### src/rtl/pipe_stall_ctrl.sv
// pipe_stall_ctrl: central stall/flush scheduler for the 5-stage core.
// Merges per-stage stall requests and an internal multi-cycle EX sequencer
// (mult/div) into one stall vector. A flush overrides every stall and aborts
// any multi-cycle operation.
//
// Optional feature macro: STALL_PERF_CNT_EN
//   defined   -> stall_cycle_cnt counts cycles with stall[0]=1 and flush=0
//   undefined -> stall_cycle_cnt is tied to 0
//
// Sequencer states:
//   state | meaning
//   IDLE  | no multi-cycle op; a start request stalls EX and loads the counter
//   BUSY  | op running; EX held, counter decrements every cycle
//   DONE  | result valid in EX; wait for EX/MEM to advance (stall[4]=0)
module pipe_stall_ctrl #(
    parameter int STALL_WIDTH  = 6,
    parameter int MC_CNT_WIDTH = 6
) (
    input  logic                    clk,
    input  logic                    rst,
    input  logic                    stall_req_if,
    input  logic                    stall_req_id,
    input  logic                    stall_req_ex,
    input  logic                    stall_req_mem,
    input  logic                    flush,
    input  logic                    ex_mc_start,
    input  logic [MC_CNT_WIDTH-1:0] ex_mc_cycles,
    output logic [STALL_WIDTH-1:0]  stall,
    output logic                    ex_mc_busy,
    output logic                    ex_mc_done,
    output logic [31:0]             stall_cycle_cnt
);

    typedef enum logic [1:0] {
        IDLE = 2'd0,
        BUSY = 2'd1,
        DONE = 2'd2
    } state_t;

    // Each vector stalls the requesting stage and everything upstream of it.
    localparam logic [STALL_WIDTH-1:0] STALL_MEM = STALL_WIDTH'(32'h1F);
    localparam logic [STALL_WIDTH-1:0] STALL_EX  = STALL_WIDTH'(32'h0F);
    localparam logic [STALL_WIDTH-1:0] STALL_ID  = STALL_WIDTH'(32'h07);
    localparam logic [STALL_WIDTH-1:0] STALL_IF  = STALL_WIDTH'(32'h03);

    localparam logic [MC_CNT_WIDTH-1:0] CNT_ONE = MC_CNT_WIDTH'(1);

    state_t                  state_q, state_d;
    logic [MC_CNT_WIDTH-1:0] cnt_q, cnt_d;
    logic                    busy_q, done_q;
    logic                    mc_req;
    logic                    req_ex;
    logic [STALL_WIDTH-1:0]  stall_vec;

    // Effective EX request and the priority-encoded stall vector.
    always_comb begin
        mc_req    = ((state_q == IDLE) && ex_mc_start) || (state_q == BUSY);
        req_ex    = stall_req_ex | mc_req;
        stall_vec = '0;
        if (!rst || flush) begin
            stall_vec = '0;
        end else if (stall_req_mem) begin
            stall_vec = STALL_MEM;
        end else if (req_ex) begin
            stall_vec = STALL_EX;
        end else if (stall_req_id) begin
            stall_vec = STALL_ID;
        end else if (stall_req_if) begin
            stall_vec = STALL_IF;
        end
    end

    assign stall = stall_vec;

    // Sequencer next-state and counter; flush and reset both abort the op.
    always_comb begin
        state_d = state_q;
        cnt_d   = cnt_q;
        if (!rst || flush) begin
            state_d = IDLE;
            cnt_d   = '0;
        end else begin
            case (state_q)
                IDLE: begin
                    if (ex_mc_start) begin
                        state_d = BUSY;
                        cnt_d   = (ex_mc_cycles == '0) ? CNT_ONE : ex_mc_cycles;
                    end
                end
                BUSY: begin
                    cnt_d = cnt_q - CNT_ONE;
                    // <= guards against a stray zero count locking the FSM.
                    if (cnt_q <= CNT_ONE) begin
                        state_d = DONE;
                    end
                end
                DONE: begin
                    if (!stall_vec[4]) begin
                        state_d = IDLE;
                    end
                end
                default: begin
                    state_d = IDLE;
                    cnt_d   = '0;
                end
            endcase
        end
    end

    // Sequencer registers with registered status outputs.
    always_ff @(posedge clk) begin
        if (!rst) begin
            state_q <= IDLE;
            cnt_q   <= '0;
            busy_q  <= 1'b0;
            done_q  <= 1'b0;
        end else begin
            state_q <= state_d;
            cnt_q   <= cnt_d;
            busy_q  <= (state_d == BUSY);
            done_q  <= (state_d == DONE);
        end
    end

    assign ex_mc_busy = busy_q;
    assign ex_mc_done = done_q;

`ifdef STALL_PERF_CNT_EN
    logic [31:0] perf_q, perf_d;

    // Count PC-stalled cycles; flushed cycles never stall so they are skipped.
    always_comb begin
        perf_d = perf_q;
        if (stall_vec[0] && !flush) begin
            perf_d = perf_q + 32'd1;
        end
    end

    // Performance counter register, wraps naturally at 2^32.
    always_ff @(posedge clk) begin
        if (!rst) begin
            perf_q <= '0;
        end else begin
            perf_q <= perf_d;
        end
    end

    assign stall_cycle_cnt = perf_q;
`else
    assign stall_cycle_cnt = 32'd0;
`endif

endmodule

### config.mk
export PLATFORM = sky130hd
export DESIGN_NAME = pipe_stall_ctrl
export DESIGN_NICKNAME = d
export VERILOG_FILES = /design/src/rtl/pipe_stall_ctrl.sv
export SDC_FILE = /design/constraint.sdc
export NUM_CORES = 1
export LEC_CHECK = 0
export ABC_AREA = 1
export CAP_MARGIN = 20
export CELL_PAD_IN_SITES_DETAIL_PLACEMENT = 1
export CELL_PAD_IN_SITES_GLOBAL_PLACEMENT = 2
export CORE_ASPECT_RATIO = 0.75
export CORE_MARGIN = 10
export CORE_UTILIZATION = 19
export DETAILED_ROUTE_END_ITERATION = 7
export PLACE_DENSITY_LB_ADDON = 0.25
export SLEW_MARGIN = 20
export SYNTH_ARGS = -nofsm -noshare
export SYNTH_HDL_FRONTEND = slang
export SYNTH_SLANG_ARGS = --single-unit
### constraint.sdc
create_clock -name clk -period 1.9 [get_ports clk]
set_input_delay 0.285 -clock clk [delete_from_list [all_inputs] [get_ports clk]]
set_output_delay 0.285 -clock clk [all_outputs]
set_load 0.05 [all_outputs]
==> results of run 1 <==
-- flip-flops by register name, summed over array words and instances (netlist names) --
signal      count
cnt_q           6
state_q         2
ex_mc_busy      1
ex_mc_done      1
-- layout make-up --
cell class | instances | share of cell area
multi-input cells | 99 | 0.422
flip-flops and latches | 10 | 0.180
repair buffers | 24 | 0.255
inverters | 13 | 0.0439
well taps | 55 | 0.0619
clock buffers | 3 | 0.0372
-- final timing paths --
| path | endpoint | start | depth (start not counted) |
|---|---|---|---|
| worst min register to register | state_q[0] | state_q[0] | 1 |
| worst max-delay path | stall[3] | rst | 6 |
| worst max register to register | ex_mc_done | cnt_q[0] | 6 |
| worst min-delay path | state_q[0] | ex_mc_start | 5 |
-- cells in the mapped netlist --
cell type,instances,share of area
nand3_1,10,0.059
inv_2,2,0.0089
nor2_2,2,0.015
o21ai_2,1,0.010
nor2_1,10,0.045
nand4_1,1,0.0074
nand2_1,13,0.058
dfxtp_1,10,0.24
o31ai_1,1,0.0089
inv_1,11,0.049
o21ai_1,1,0.0059
o21ai_0,6,0.036
or2_2,1,0.0074
nor3_1,1,0.0059
a21oi_2,1,0.010
conb_1,1,0.0045
a21oi_1,15,0.089
ha_1,2,0.030
a21o_1,1,0.0089
buf_4,34,0.30
-- metrics by stage --
stage,std cells,setup WS [ns]
after floorplan,156,0.112
after global placement,200,-0.00399
after detailed placement,200,0.00876
after CTS,203,0.00202
after global routing,204,0.00556
final,204,0.119
-- repair_timing --
item / in CTS / in global routing
endpoints found under the hold margin: 0 / 0
gates resized for setup: 0 / 6
setup endpoints to repair: 0 / 5
setup buffers: 0 / 1
-- cells by family after synthesis --
kind of cell | share of synthesized area
compound gates | 0.169
fa+ha+maj | 0.0297
simple gates | 0.198
flops | 0.238
other cells | 0.00445
buf+inv | 0.361
-- metal layers --
layer | wire [um] | vias up
li1 | - | 385
met1 | 1100 | 340
met2 | 1130 | 25
met3 | 189 | 2
met4 | 29 | 0
met5 | 0 | -
-- worst max-delay path: cells and delay by family --
| family | cells | cell delay (ns) |
|---|---|---|
| buffers and inverters | 4 | 0.79 |
| AND/OR/NAND/NOR | 1 | 0.18 |
| AO/OA/AOI/OAI | 1 | 0.24 |
-- where the power goes --
| group | switching [mW] | internal, mW |
|---|---|---|
| combinational | 0.250 | 0.0881 |
| clock | 0.0808 | 0.139 |
| sequential | 0.00967 | 0.220 |
| total | 0.340 | 0.447 |
==> impl_metrics.json, run 1 <==
{
  "critPathMaxStageDelay_ns": 0.45,
  "diodes": 0,
  "seqCellArea_sq_um": 200,
  "start_kind": "input pin",
  "io_pins": 54,
  "fillCellCount": 546,
  "wl_per_cell_um": 12.0,
  "portBuffers": 20,
  "die_h_um": 77.7,
  "synthCells": 124,
  "cp_slowest_cell": "clkdlybuf4s50_1",
  "fin_util": 0.267,
  "max_freq_mhz": 562,
  "grt_max_degree": 7,
  "drive_gt1_frac": 0.161,
  "rrSetupSlack_ns": 0.59,
  "postPlaceCellArea_sq_um": 1050,
  "hp-class": "in2reg",
  "synth_cell_type_count": 20,
  "num_rows": 20,
  "antenna_found_initial": 0,
  "cts_made_buffers": 3,
  "grt_busiest_layer": "met2",
  "wl_mm": 2.45,
  "synth-seq-cells": 10,
  "setup_viol": 0,
  "multi_input_area_sq_um": 469,
  "seq_area_frac_synth": 0.238,
  "vias_per_cell": 3.69,
  "antenna_left": 0,
  "route.detailed.drc": 0,
  "layout_common_cells": "conb_1 (33), a21oi_1 (15), clkdlybuf4s50_1 (14)",
  "powerDensity_nw_per_um2": 709,
  "syn_avg_cell_area_sq_um": 6.79,
  "critPathMostFrequentCell": "inv_1",
  "finalCritPeriodShare": 0.937,
  "critPathKind": "in2out",
  "die_x_um": 96.9,
  "ctsHoldBuffers": 0,
  "via_count": 752,
  "drt_first_pass_iters": 4,
  "cp_data_arrival_time_ns": 1.50,
  "first_iter_violations": 30,
  "use_met1": 0.0759,
  "design_area_sq_um": 1110,
  "core_sq_um": 4150,
  "hold_violations": 0,
  "grtUsageMet3": 0.0248,
  "grt_pass1_wl_mm": 4.19,
  "cp_max_fo": 5,
  "tns_ns": 0,
  "drv_slew": 0,
  "dieArea_sq_um": 7520,
  "critPathCaptureType": "output port",
  "htree_levels": 1,
  "min_period_ns": 1.78,
  "crit_chain": "clkdlybuf4s50_1, inv_1, nor2_2, inv_1, a21oi_1, buf_12",
  "max-slew-margin-rel": 0.654,
  "clock_skew_ns": 0.00317,
  "hold-worst-slack_ns": 0.527,
  "cts_root_buf": "clkbuf_8",
  "outcome": "finished clean",
  "max-cap-violations": 0,
  "nets": 167,
  "start_util": 0.203,
  "worst_pin_slew_ns": 0.518,
  "grtUsageMet2": 0.105,
  "numClockSinks": 10,
  "layout_commonest_cell": "conb_1",
  "grt_pass1_vias": 840,
  "clk_transition_reported_paths_ns": 0.05,
  "grt-ovfl-total": 0,
  "dp_hpwl_mm": 2.12,
  "gr-usage-all-layers": 0.0651,
  "place_congestion": 0.701,
  "finalPower_mw": 0.787,
  "cp.required_ns": 1.62,
  "clk_latency_ns": 0.23,
  "yosysWarnings": 0,
  "ir_worst_vdd_v": 0.000245,
  "clockBufferDepth": 2,
  "p_leak_nw": 0.520,
  "syn_to_final_growth_pct": 31.9,
  "rsz0062_at_grt": "no",
  "cts_tree": "done",
  "syn_area_sq_um": 842
}
Note: power is estimated with default switching activity, not from simulation.
==> run 2: changes to the inputs <==
- PLACE_DENSITY_LB_ADDON: 0.25 -> 0.1
==> run 2 against run 1 <==
- sequential power is essentially flat
- final cell count grew 2.5%
- routed wire length grew 4.0%
- fmax grew 1.8%
- clock power grew 24%
- combinational power grew 2%
- worst hold slack lost 0.025 ns
- non-clock buffer count grew 4
- critical path type is now reg2out
- critical endpoint is now stall[0]
- largest power group unchanged
==> impl_metrics.json, run 2 (synthesis gave the netlist of run 1 again) <==
{
  "outcome": "finished clean",
  "layout_commonest_cell": "conb_1",
  "design_area_sq_um": 1160,
  "cts_root_buf": "clkbuf_8",
  "fillCellCount": 546,
  "place_congestion": 0.686,
  "hp-start": "state_q[0]",
  "start_util": 0.203,
  "min_period_ns": 1.75,
  "hold-path-cell-count": 1,
  "num_rows": 20,
  "syn_to_final_growth_pct": 37.9,
  "setup_viol": 0,
  "hold_violations": 0,
  "layout_common_cells": "conb_1 (33), a21oi_1 (14), clkdlybuf4s50_1 (14)",
  "route.detailed.drc": 0,
  "reg2reg_to": "state_q[1]",
  "vias_per_cell": 3.70,
  "cp.required_ns": 1.62,
  "drv_slew": 0,
  "regMostFlops": "cnt_q",
  "max-cap-violations": 0,
  "nets": 171,
  "core_sq_um": 4150,
  "max-slew-margin-rel": 0.665,
  "die_x_um": 96.9,
  "fin_cells": 209,
  "r2r_cells": 6,
  "critPathKind": "reg2out",
  "powerDensity_nw_per_um2": 729,
  "gr-usage-all-layers": 0.0656,
  "setup_ws_ns": 0.151,
  "clk_transition_reported_paths_ns": 0.05,
  "grt_pass1_vias": 870,
  "finalCritPeriodShare": 0.921,
  "clockBufferDepth": 2,
  "htree_levels": 1,
  "grt_max_degree": 8,
  "antenna_left": 0,
  "hp-class": "reg2reg",
  "cts_tree": "done",
  "cp_data_arrival_time_ns": 1.46,
  "clock_skew_ns": 0.000504,
  "postPlaceCellArea_sq_um": 1060,
  "largest_reg_flops": 6,
  "regToRegStartpoint": "cnt_q[0]",
  "grt_pass1_wl_mm": 4.13,
  "worst_pin_slew_ns": 0.501,
  "dp_hpwl_mm": 2.17,
  "wl_mm": 2.54,
  "cts_made_buffers": 3,
  "numClockSinks": 10,
  "place_ws_ns": 0.0137,
  "diodes": 0,
  "io_pins": 54,
  "placedCellCount": 201,
  "rsz0062_at_grt": "no",
  "die_h_um": 77.7,
  "via_count": 774,
  "start_kind": "register",
  "hold_path_end": "state_q[0]",
  "cp_max_fo": 5,
  "grt-ovfl-total": 0,
  "clk_latency_ns": 0.24,
  "dieArea_sq_um": 7520,
  "fin_util": 0.280,
  "drt_first_pass_iters": 2,
  "wl_per_cell_um": 12.2,
  "max_freq_mhz": 572,
  "p_leak_nw": 0.545,
  "tns_ns": 0,
  "critPathCaptureType": "output port",
  "ir_worst_vdd_v": 0.000195,
  "drive_gt1_frac": 0.208,
  "rrSetupSlack_ns": 0.59,
  "antenna_found_initial": 0,
  "top_regs": "cnt_q (6), state_q (2)",
  "first_iter_violations": 33,
  "portBuffers": 20
}
[run 2: layer usage]
metal  share of wire  track usage
met1            0.45       0.0742
met5               0            0
met2            0.45        0.103
met3           0.093       0.0363
met4           0.011       0.0221
[run 2: area by class of cell]
cell class                      count  area (sq um)  share of cell area
Clock buffer                        4          55.1              0.0474
Inverter                           13          48.8              0.0420
Multi-Input combinational cell     99           473               0.407
Sequential cell                    10           203               0.175
Tap cell                           55          68.8              0.0593
Timing Repair Buffer               28           313               0.269
[run 2: repair_timing]
item / in CTS / in global routing
setup endpoints to repair: 0 / 5
gates resized for setup: 0 / 9
hold buffers: 0 / 0
buffers inserted: 0 / 4
[run 2: worst max-delay path by stage]
stage	startpoint	endpoint	slack, ns	depth (start not counted)
after CTS	rst	stall[3]	0.02	6
after floorplan	rst	stall[3]	0.11	4
final	state_q[0]	stall[0]	0.15	7
after global placement	rst	stall[3]	-0.03	6
after global routing	state_q[0]	stall[0]	0.008	7
after detailed placement	rst	stall[3]	0.01	6
[run 2: per-stage QoR]
| stage | total power, mW | hold WS [ns] |
|---|---|---|
| 3_5_place_dp | 0.566 | 0.535 |
| 3_3_place_gp | 0.567 | 0.524 |
| 4_1_cts | 0.843 | 0.566 |
| 6_report | 0.847 | 0.502 |
| 5_1_grt | 0.896 | 0.526 |
| 2_1_floorplan | 0.529 | 0.461 |
[run 2: critical path, stage by stage, from the launching register on]
cell	delay [ns]
dfxtp_2	0.35
inv_2	0.10
nand2_2	0.07
a21oi_2	0.17
nand2_1	0.09
o21ai_2	0.17
nand2_2	0.11
buf_12	0.16
[run 2: power by group]
group | internal (mW) | switching (mW)
clock | 0.183 | 0.0888
combinational | 0.0937 | 0.251
sequential | 0.221 | 0.00979
==> run 3: changes to the inputs <==
- CORE_UTILIZATION: 19 -> 17
- clock period: 1.9 -> 1.8 ns (I/O delays scaled with it)
==> run 3 against run 2 <==
- final cell count grew 2.4%
- sequential cell count is the same
- die area grew 9.0%
- utilization shrank 4.0 points
- largest cell class unchanged
==> impl_metrics.json, run 3 (synthesis gave the netlist of run 1 again) <==
{
  "outcome": "finished clean",
  "p_sw_mw": 0.375,
  "core_sq_um": 4840,
  "max_freq_mhz": 585,
  "htree_levels": 1,
  "num_rows": 22,
  "die_h_um": 81.0,
  "crit_chain": "clkdlybuf4s50_1, inv_1, nor2_1, buf_4, inv_1, nor2_1, buf_12",
  "drive_gt1_frac": 0.208,
  "cp_slowest_cell": "clkdlybuf4s50_1",
  "powerDensity_nw_per_um2": 774,
  "via_count": 776,
  "layout_commonest_cell": "conb_1",
  "drv_slew": 0,
  "diodes": 0,
  "clock_skew_ns": 0.00324,
  "fin_util": 0.240,
  "critPathCaptureType": "output port",
  "gr-usage-all-layers": 0.0620,
  "ir_worst_vdd_v": 0.000220,
  "p_clk_frac": 0.323,
  "start_kind": "input pin",
  "antenna_found_initial": 0,
  "cts_tree": "done",
  "route.detailed.drc": 0,
  "syn_to_final_growth_pct": 38.0,
  "clk_transition_reported_paths_ns": 0.05,
  "wl_per_cell_um": 12.4,
  "antenna_left": 0,
  "cts_made_buffers": 3,
  "vias_per_cell": 3.63,
  "finalCritPeriodShare": 0.949,
  "p_leak_nw": 0.548,
  "rsz0062_at_grt": "no",
  "grt-ovfl-total": 0,
  "critPathMaxStageDelay_ns": 0.45,
  "max-cap-violations": 0,
  "cp_data_arrival_time_ns": 1.44,
  "cp_max_fo": 7,
  "regMostFlops": "cnt_q",
  "clockBufferDepth": 2,
  "cts_root_buf": "clkbuf_8",
  "cp.required_ns": 1.53,
  "hold_violations": 0,
  "dieArea_sq_um": 8200,
  "die_x_um": 101,
  "drt_first_pass_iters": 4,
  "setup_viol": 0,
  "min_period_ns": 1.71,
  "hp-class": "reg2reg",
  "grt_pass1_wl_mm": 4.03,
  "portBuffers": 20,
  "largest_reg_flops": 6,
  "wl_mm": 2.65,
  "grt_pass1_vias": 846,
  "grt_max_degree": 8,
  "io_pins": 54,
  "ctsHoldBuffers": 0,
  "swShare": 0.417,
  "hold-worst-slack_ns": 0.476,
  "tns_ns": 0,
  "intPower_mw": 0.524,
  "fillCellCount": 610,
  "clk_latency_ns": 0.24,
  "max-slew-margin-rel": 0.662,
  "critPathKind": "in2out",
  "worst_pin_slew_ns": 0.505,
  "combPwrFrac": 0.406,
  "top_regs": "cnt_q (6), state_q (2)",
  "dp_hpwl_mm": 2.32,
  "layout_common_cells": "conb_1 (33), a21oi_1 (14), clkdlybuf4s50_1 (13)",
  "seqPwrFrac": 0.271,
  "first_iter_violations": 11,
  "numClockSinks": 10,
  "nets": 171,
  "place_congestion": 0.715,
  "start_util": 0.174
}
run 3: power groups by stage:
stage	combinational [mW]	clock [mW]	sequential [mW]
2_1_floorplan	0.308	0	0.250
3_3_place_gp	0.354	0	0.247
3_5_place_dp	0.357	0	0.248
4_1_cts	0.359	0.300	0.243
5_1_grt	0.392	0.316	0.245
6_report	0.365	0.291	0.243
run 3: timing repair:
| item | 4_1_cts | 5_1_grt |
|---|---|---|
| endpoints found under the setup margin | 2 | 4 |
| pin swaps | 0 | 4 |
| gates resized for setup | 1 | 7 |
| buffers inserted | 0 | 2 |
run 3: final timing paths:
path                endpoint        from  slack (ns)  depth (start not counted)
setup / recovery    stall[4]         rst        0.09                          7
hold / removal    state_q[0]  state_q[0]        0.48                          1
setup reg to reg  ex_mc_done    cnt_q[0]        0.43                          6
hold reg to reg   state_q[0]  state_q[0]        0.48                          1
run 3: through the flow:
| stage | cells | total power, mW | setup slack (ns) | instance area (sq um) |
|---|---|---|---|---|
| after floorplan | 156 | 0.558 | 0.0424 | 962 |
| after global placement | 208 | 0.602 | 0.0153 | 1070 |
| after detailed placement | 208 | 0.605 | -0.0212 | 1070 |
| after CTS | 212 | 0.902 | 0.00465 | 1130 |
| after global routing | 214 | 0.953 | 0.0123 | 1160 |
| final | 214 | 0.899 | 0.0914 | 1160 |
run 3: cell type report:
type,instances,area [sq um],share of cell area
well taps,60,75.1,0.0646
repair buffers,28,310,0.267
clock buffers,4,55.1,0.0474
flip-flops and latches,10,203,0.174
inverters,13,48.8,0.0420
multi-input cells,99,470,0.405
run 3: critical path: cells and delay by family:
kind          cells  cell delay [ns]
buf+inv           5             0.90
simple gates      2             0.26
run 3: routing by layer:
layer / part of all wire / vias to the layer above / GRT usage
met1: 0.43 / 358 / 0.0704
li1: - / 395 / -
met3: 0.045 / 2 / 0.0221
met4: 0.012 / 0 / 0.0208
met5: 0 / - / 0
met2: 0.52 / 21 / 0.106
